<file path="src/rtl/uart_tx.sv">
// Memory-mapped UART transmitter: DATA register feeds a byte FIFO, STATUS reports {overflow, full, busy}.
// Define UART_TX_PARITY_EN to append an even-parity bit after the 8 data bits.
module uart_tx #(
  parameter int CLKS_PER_BIT = 434,
  parameter int FIFO_DEPTH   = 4
) (
  input  logic        clk,
  input  logic        reset,
  input  logic [15:0] in,
  input  logic        load,
  input  logic        addr,
  output logic [15:0] out,
  output logic        tx
);

  localparam int PTR_W  = (FIFO_DEPTH > 1) ? $clog2(FIFO_DEPTH) : 1;
  localparam int CNT_W  = $clog2(FIFO_DEPTH + 1);
  localparam int BAUD_W = $clog2(CLKS_PER_BIT);
  localparam logic [CNT_W-1:0]  DEPTH_C   = CNT_W'(FIFO_DEPTH);
  localparam logic [BAUD_W-1:0] BAUD_LAST = BAUD_W'(CLKS_PER_BIT - 1);

  typedef enum logic [2:0] {
    IDLE,
    START,
    DATA,
`ifdef UART_TX_PARITY_EN
    PARITY,
`endif
    STOP
  } state_t;

  state_t             r_state, w_state_n;
  logic [7:0]         r_mem [FIFO_DEPTH];
  logic [PTR_W-1:0]   r_wr_ptr, r_rd_ptr;
  logic [CNT_W-1:0]   r_count;
  logic [BAUD_W-1:0]  r_baud, w_baud_n;
  logic [2:0]         r_bit, w_bit_n;
  logic [7:0]         r_data, w_data_n;
  logic               r_tx, w_tx_n;
  logic               r_overflow;
  logic               w_empty, w_full, w_pop, w_push, w_wr_data, w_drop, w_ovf_clr;
  logic               w_baud_end, w_busy;
  logic               w_unused_in;

  assign w_empty     = (r_count == '0);
  assign w_full      = (r_count == DEPTH_C);
  assign w_wr_data   = load & ~addr;
  assign w_push      = w_wr_data & (~w_full | w_pop);
  assign w_drop      = w_wr_data & w_full & ~w_pop;
  assign w_ovf_clr   = load & addr & in[2];
  assign w_baud_end  = (r_baud == BAUD_LAST);
  assign w_busy      = (r_state != IDLE) | ~w_empty;
  assign w_unused_in = ^in[15:8];

  assign out = addr ? {13'b0, r_overflow, w_full, w_busy} : 16'h0000;
  assign tx  = r_tx;

  always_ff @(posedge clk) begin
    if (reset) begin
      r_state <= IDLE;
      r_baud  <= '0;
      r_bit   <= '0;
      r_tx    <= 1'b1;
    end else begin
      r_state <= w_state_n;
      r_baud  <= w_baud_n;
      r_bit   <= w_bit_n;
      r_tx    <= w_tx_n;
    end
  end

  always_ff @(posedge clk) begin
    r_data <= w_data_n;
  end

  // Next-state logic; tx is registered from the next-state values so it changes with the state.
  always_comb begin
    w_state_n = r_state;
    w_baud_n  = r_baud;
    w_bit_n   = r_bit;
    w_data_n  = r_data;
    w_pop     = 1'b0;
    case (r_state)
      IDLE: begin
        if (!w_empty) begin
          w_pop     = 1'b1;
          w_data_n  = r_mem[r_rd_ptr];
          w_state_n = START;
          w_baud_n  = '0;
          w_bit_n   = '0;
        end
      end
      START: begin
        if (w_baud_end) begin
          w_state_n = DATA;
          w_baud_n  = '0;
          w_bit_n   = '0;
        end else begin
          w_baud_n = r_baud + BAUD_W'(1);
        end
      end
      DATA: begin
        if (w_baud_end) begin
          w_baud_n = '0;
          if (r_bit == 3'd7) begin
`ifdef UART_TX_PARITY_EN
            w_state_n = PARITY;
`else
            w_state_n = STOP;
`endif
          end else begin
            w_bit_n = r_bit + 3'd1;
          end
        end else begin
          w_baud_n = r_baud + BAUD_W'(1);
        end
      end
`ifdef UART_TX_PARITY_EN
      PARITY: begin
        if (w_baud_end) begin
          w_state_n = STOP;
          w_baud_n  = '0;
        end else begin
          w_baud_n = r_baud + BAUD_W'(1);
        end
      end
`endif
      STOP: begin
        if (w_baud_end) begin
          w_baud_n = '0;
          w_bit_n  = '0;
          if (!w_empty) begin
            w_pop     = 1'b1;
            w_data_n  = r_mem[r_rd_ptr];
            w_state_n = START;
          end else begin
            w_state_n = IDLE;
          end
        end else begin
          w_baud_n = r_baud + BAUD_W'(1);
        end
      end
      default: w_state_n = IDLE;
    endcase

    case (w_state_n)
      START:   w_tx_n = 1'b0;
      DATA:    w_tx_n = w_data_n[w_bit_n];
`ifdef UART_TX_PARITY_EN
      PARITY:  w_tx_n = ^w_data_n;
`endif
      default: w_tx_n = 1'b1;
    endcase
  end

  always_ff @(posedge clk) begin
    if (w_push) r_mem[r_wr_ptr] <= in[7:0];
  end

  // Pointers wrap naturally because FIFO_DEPTH is a power of two.
  always_ff @(posedge clk) begin
    if (reset) begin
      r_wr_ptr   <= '0;
      r_rd_ptr   <= '0;
      r_count    <= '0;
      r_overflow <= 1'b0;
    end else begin
      if (w_push) r_wr_ptr <= r_wr_ptr + PTR_W'(1);
      if (w_pop)  r_rd_ptr <= r_rd_ptr + PTR_W'(1);
      r_count <= r_count + CNT_W'(w_push) - CNT_W'(w_pop);
      if (w_drop)         r_overflow <= 1'b1;
      else if (w_ovf_clr) r_overflow <= 1'b0;
    end
  end

endmodule

</file>
<file path="config.mk">
export PLATFORM = sky130hd
export DESIGN_NAME = uart_tx
export DESIGN_NICKNAME = d
export VERILOG_FILES = /design/src/rtl/uart_tx.sv
export SDC_FILE = /design/constraint.sdc
export NUM_CORES = 1
export LEC_CHECK = 0
export ABC_CLOCK_PERIOD_IN_PS = 4200
export CAP_MARGIN = 10
export CORE_ASPECT_RATIO = 1.1
export CORE_UTILIZATION = 30
export DETAILED_ROUTE_END_ITERATION = 7
export GPL_TIMING_DRIVEN = 0
export SLEW_MARGIN = 0
export SYNTH_ARGS = -nofsm -noshare
export SYNTH_HDL_FRONTEND = slang
export SYNTH_SLANG_ARGS = --single-unit
</file>
<file path="constraint.sdc">
create_clock -name clk -period 4.2 [get_ports clk]
set_input_delay 0.63 -clock clk [delete_from_list [all_inputs] [get_ports clk]]
set_output_delay 0.63 -clock clk [all_outputs]
set_load 0.01 [all_outputs]
</file>
After elaboration in Yosys (flattened, before gate mapping):

Memory sizes are Yosys's and may differ from the RTL's. A register that Yosys moved wholly into a read port is not among the register bits.
Index checks and enable logic that the tools add are counted.

* latch bits: 0
* bits in registers: 32
* logic and storage cells: 77
* ROM bits: 0
* RAM bits: 32
* input port bits: 20
* output and inout port bits: 17
* memories kept: 1

* eq/ne operators: 9
* divide/modulo/power cells: 0
* bitwise logic cells: 12
* multiplexer cells: 31
* multipliers: 0
* $lt $le $gt $ge: 1
* add/sub/neg operators: 6
* reductions and logical operators: 8
* shift operators: 0

Memories
* r_mem: words 4, width 8, rd ports 1, clocked after Yosys merged registers in 1, wr ports 1, line 33 `logic [7:0] r_mem [FIFO_DEPTH];`

Operators with widths (count)
* $mux W3: 10
* $mux W9: 2
* $pmux W9 S2: 1
* $mux W8: 2
* $pmux W8 S2: 1
* $pmux W3 S4: 1
* $add A9 B1 Y9 const B: 1
* $eq A3 B2 Y1 const B: 3
* $eq A9 B9 Y1 const B: 1
* $pmux W3 S3: 1
* $mux W1: 8
* $and A1 B1 Y1: 6
* $eq A3 B1 Y1 const B: 2
* $eq A3 B3 Y1 const B: 2
* $logic_not A3 Y1: 2
* $add A2 B1 Y2 const B: 2
* $lt A3 B4 Y1 const B: 1
* $mux W2: 2
* $not A1 Y1: 4
* $pmux W1 S2: 2
* $reduce_bool A2 Y1: 2
* $add A3 B1 Y3: 1
* $add A3 B1 Y3 const B: 1
* $bmux W1 S3: 1
* other kinds (7): 8

Depth between registers and ports, before layout:

* depth in word-level cells: 8
* gate-level depth with buffers: 15

Worst setup path before layout:

Ideal clock, no wire load.

* path type: reg2reg
* from: register r_baud[0]
* to: register r_count[2]
* setup time: 128 ps
* data required time: 4072 ps
* path buffers: 1
* stages on the path, launching flop included: 15
* arrival time: 2592 ps
* setup slack: 1480 ps
* path through: dfxtp_1 > ha_1 > and4b_1 > buf_6 > nand4_1 > a21oi_1 > o211a_2 > inv_1 > ha_1 > inv_1 > ha_1 > fa_1 > xnor2_1 > xnor2_1 > nor2_1

* cells in the longest elaborated chain, start to end: 7

Ends and longest elaborated chain
* from (decl): line 36 `logic [BAUD_W-1:0] r_baud, w_baud_n;`
* from (signal assigned): line 66 `r_baud <= w_baud_n;`
* $eq A9 B9 Y1 *: line 51 `assign w_baud_end = (r_baud == BAUD_LAST);`
* $mux W1 *: line 129 `if (w_baud_end) begin`
* $pmux W1 S2 *: line 83 `case (r_state)`
* $or A1 B1 Y1: line 48 `assign w_push = w_wr_data & (~w_full | w_pop);`
* $and A1 B1 Y1: line 48
* $add A3 B1 Y3: line 170 `r_count <= r_count + CNT_W'(w_push) - CNT_W'(w_pop);`
* $sub A3 B1 Y3 *: line 170
* to (signal assigned): line 170
* to (decl): line 35 `logic [CNT_W-1:0] r_count;`

Every way passes the cells marked *; elsewhere a longest branch is shown, timed or not.
A chain may end at the register's enable or synchronous reset.

Worst setup path after layout:

Ends and elaborated chain as after synthesis.

==> out/results.tsv <==
metric	value	unit
antenna_found_initial	0	
viasPerCell	4.51	
cap_violations	0	
crit_top_cell	ha_1	
crit_chain	ha_1, and4b_1, buf_6, nand4_1, a21oi_1, o211a_2, inv_1, ha_1, inv_1, ha_1, fa_1, xnor2_1, xnor2_1, nor2_1	
crit_type	reg2reg	
grt_pass1_vias	1924	
p_per_area	479	nW/um2
critical_path.max_fanout	7	
dieArea	10900	um2
fmax	0.328	GHz
rows	38	
slowest_stage	dfxtp_1	
hold_buffers	0	
cts_max_path_buffers	2	
grt_max_degree	13	
fill_cells	989	
max-vdd-ir-drop	264	uV
die-width	99.5	um
synth_edf_count	32	
crit_start	r_baud[0]	
fp.dieH	109	um
worstPathRequired	4410	ps
period_share	72.6	%
coreArea	10000	um2
num_antenna_cells	0	
pin_count	37	
root_buffer	clkbuf_8	
critPathBufInv	3	
endpoint_kind	flip-flop	
nNetsFinal	326	
num_vias	1990	
setup_slack	1150	ps
synth_sequential_area_ratio	52.3	%
hp-start	r_data[1]	
clock_latency	340	ps
yosys_warnings	0	
async_flop_share	0	%
syn_avg_cell_area	12.2	um2
detailed_place_hpwl	3.90	mm
register_area	1640	um2
drive_above_1_share	18.6	%
synth.most_common_cell	dfxtp_1	
min_period	3050	ps
min_path_cells	1	
grt.total_usage	11.2	%
fin_util	36.9	%
synth_common_cells	dfxtp_1, edfxtp_1, nor2_1	
reg2reg_to	r_count[2]	
hold_viol	0	
areaGrowthSynthToFinish	18.1	%
setup_tns	0	ps
synth_cells	258	
synth_top_area_share	30.6	%
path_clk_slew	80	ps
io_buffers	14	
rrSetupSlack	1150	ps
initial_core_util	31.3	%
r2r_start	r_baud[0]	
hold_class	reg2reg	
skew	10.1	ps
hold_slack	464	ps
drv_slew	0	
critPathMaxStageDelay	410	ps
dp_slack	1140	ps
cp-start-kind	flip-flop	
cts_resized	0	
hold_path_end	r_data[1]	
yosys-top-cells-area	edfxtp_1, dfxtp_1, mux4_2	
tritoncts	built	
relSlewSlack	55.1	%
path_delay_family	adder cells	
clock_sinks	66	
synth_area	3140	um2
yosys_register_bits	66	
power_leakage	1.35	nW
routabilityCongestion	0.728	
ys.flop_type	dfxtp_1	
cts_setup_buffers	0	
ff2ff_path_depth	14	
yosys.area.top_type	edfxtp_1	
ys_types	63	
overflow	0	
rsz0062_at_grt	false	
finalSetupViolations	0	
status	finished clean	
final_antenna_net_count	0	
drt_iter0_markers	79	
drt_pass1_iterations	4	
grt_pass1_wl	9.23	mm
htree_levels	3	
multi_input_area	1330	um2
arrival	3270	ps
wl_per_cell	12.4	um
cts_buffers	9	
routed_wl	5.48	mm
power.total	0.00177	W
drc_errors	0	
tightest_slew	673	ps
-- metal layers --
metal | wire length [um] | vias to the layer above | global-route usage, %
li1 | - | 996 | -
met1 | 2520 | 946 | 12.4
met2 | 2680 | 39 | 19.7
met3 | 203 | 9 | 3.85
met4 | 71 | 0 | 4.73
met5 | 0 | - | 0
-- cell usage in the layout (no fill, tap or decap), types with 3 or more instances in the layout --
cell	instances
nor3_1	4
and2_1	6
edfxtp_1	32
buf_4	14
nand2_1	12
inv_1	10
xor2_1	7
clkdlybuf4s50_1	14
mux2_1	7
buf_6	4
nand4_1	3
ha_1	9
clkbuf_8	10
conb_1	14
clkbuf_1	3
o21ai_0	4
nor2_1	22
xnor2_1	4
nand2b_1	3
o211ai_1	3
mux4_2	8
dfxtp_1	34
a21oi_1	8
and3_1	4
or3_1	5
-- cell type report --
type | count | area share (%)
Sequential cell | 66 | 44.3
Multi-Input combinational cell | 171 | 36.0
Tap cell | 140 | 4.73
Buffer | 24 | 4.70
Timing Repair Buffer | 14 | 3.78
Clock buffer | 10 | 3.72
Clock inverter | 6 | 1.76
Inverter | 10 | 1.01
-- logic make-up after synthesis --
| logic type | Yosys count | synth area share (%) |
|---|---|---|
| adder cells (fa/ha/maj) | 10 | 4.23 |
| other | 1 | 0.120 |
| AND/OR/NAND/NOR | 79 | 14.6 |
| flip-flops | 66 | 52.3 |
| XOR/XNOR | 11 | 3.07 |
| buffers and inverters | 34 | 6.74 |
| AO/OA/AOI/OAI | 39 | 9.53 |
| multiplexers | 18 | 9.37 |
-- power breakdown --
part / internal [W] / switching, W
combinational: 0.000218 / 0.000209
sequential: 0.000758 / 0.0000431
clock: 0.000291 / 0.000255
-- worst max-delay path by stage --
stage	to	slack, ps	cells past startpoint
6_report	r_count[2]	1150	14
3_5_place_dp	r_count[2]	1140	14
2_1_floorplan	r_count[2]	1480	14
5_1_grt	r_count[2]	950	14
3_3_place_gp	r_count[2]	1180	14
4_1_cts	r_count[2]	1120	14
-- sequential cells by signal (all words and copies together) (netlist names), named ones only --
register,count
r_overflow,1
tx,1
r_baud,9
r_bit,3
r_data,8
r_state,3
r_mem,32
r_count,3
r_rd_ptr,2
r_wr_ptr,2
-- stage by stage --
stage	instances	instance area, um2
finish	441	3700
global placement	425	3500
detailed placement	425	3500
floorplan	271	3190
global route	441	3700
CTS	441	3700
-- worst reg2reg max path, stage by stage (launching register included) --
cell and delay, ps:
dfxtp_1 410, ha_1 190, and4b_1 220, buf_6 120, nand4_1 110, a21oi_1 260, o211a_2 320, inv_1 60
ha_1 270, inv_1 30, ha_1 180, fa_1 380, xnor2_1 170, xnor2_1 140, nor2_1 50
Power figures use the tool's default switching activity.
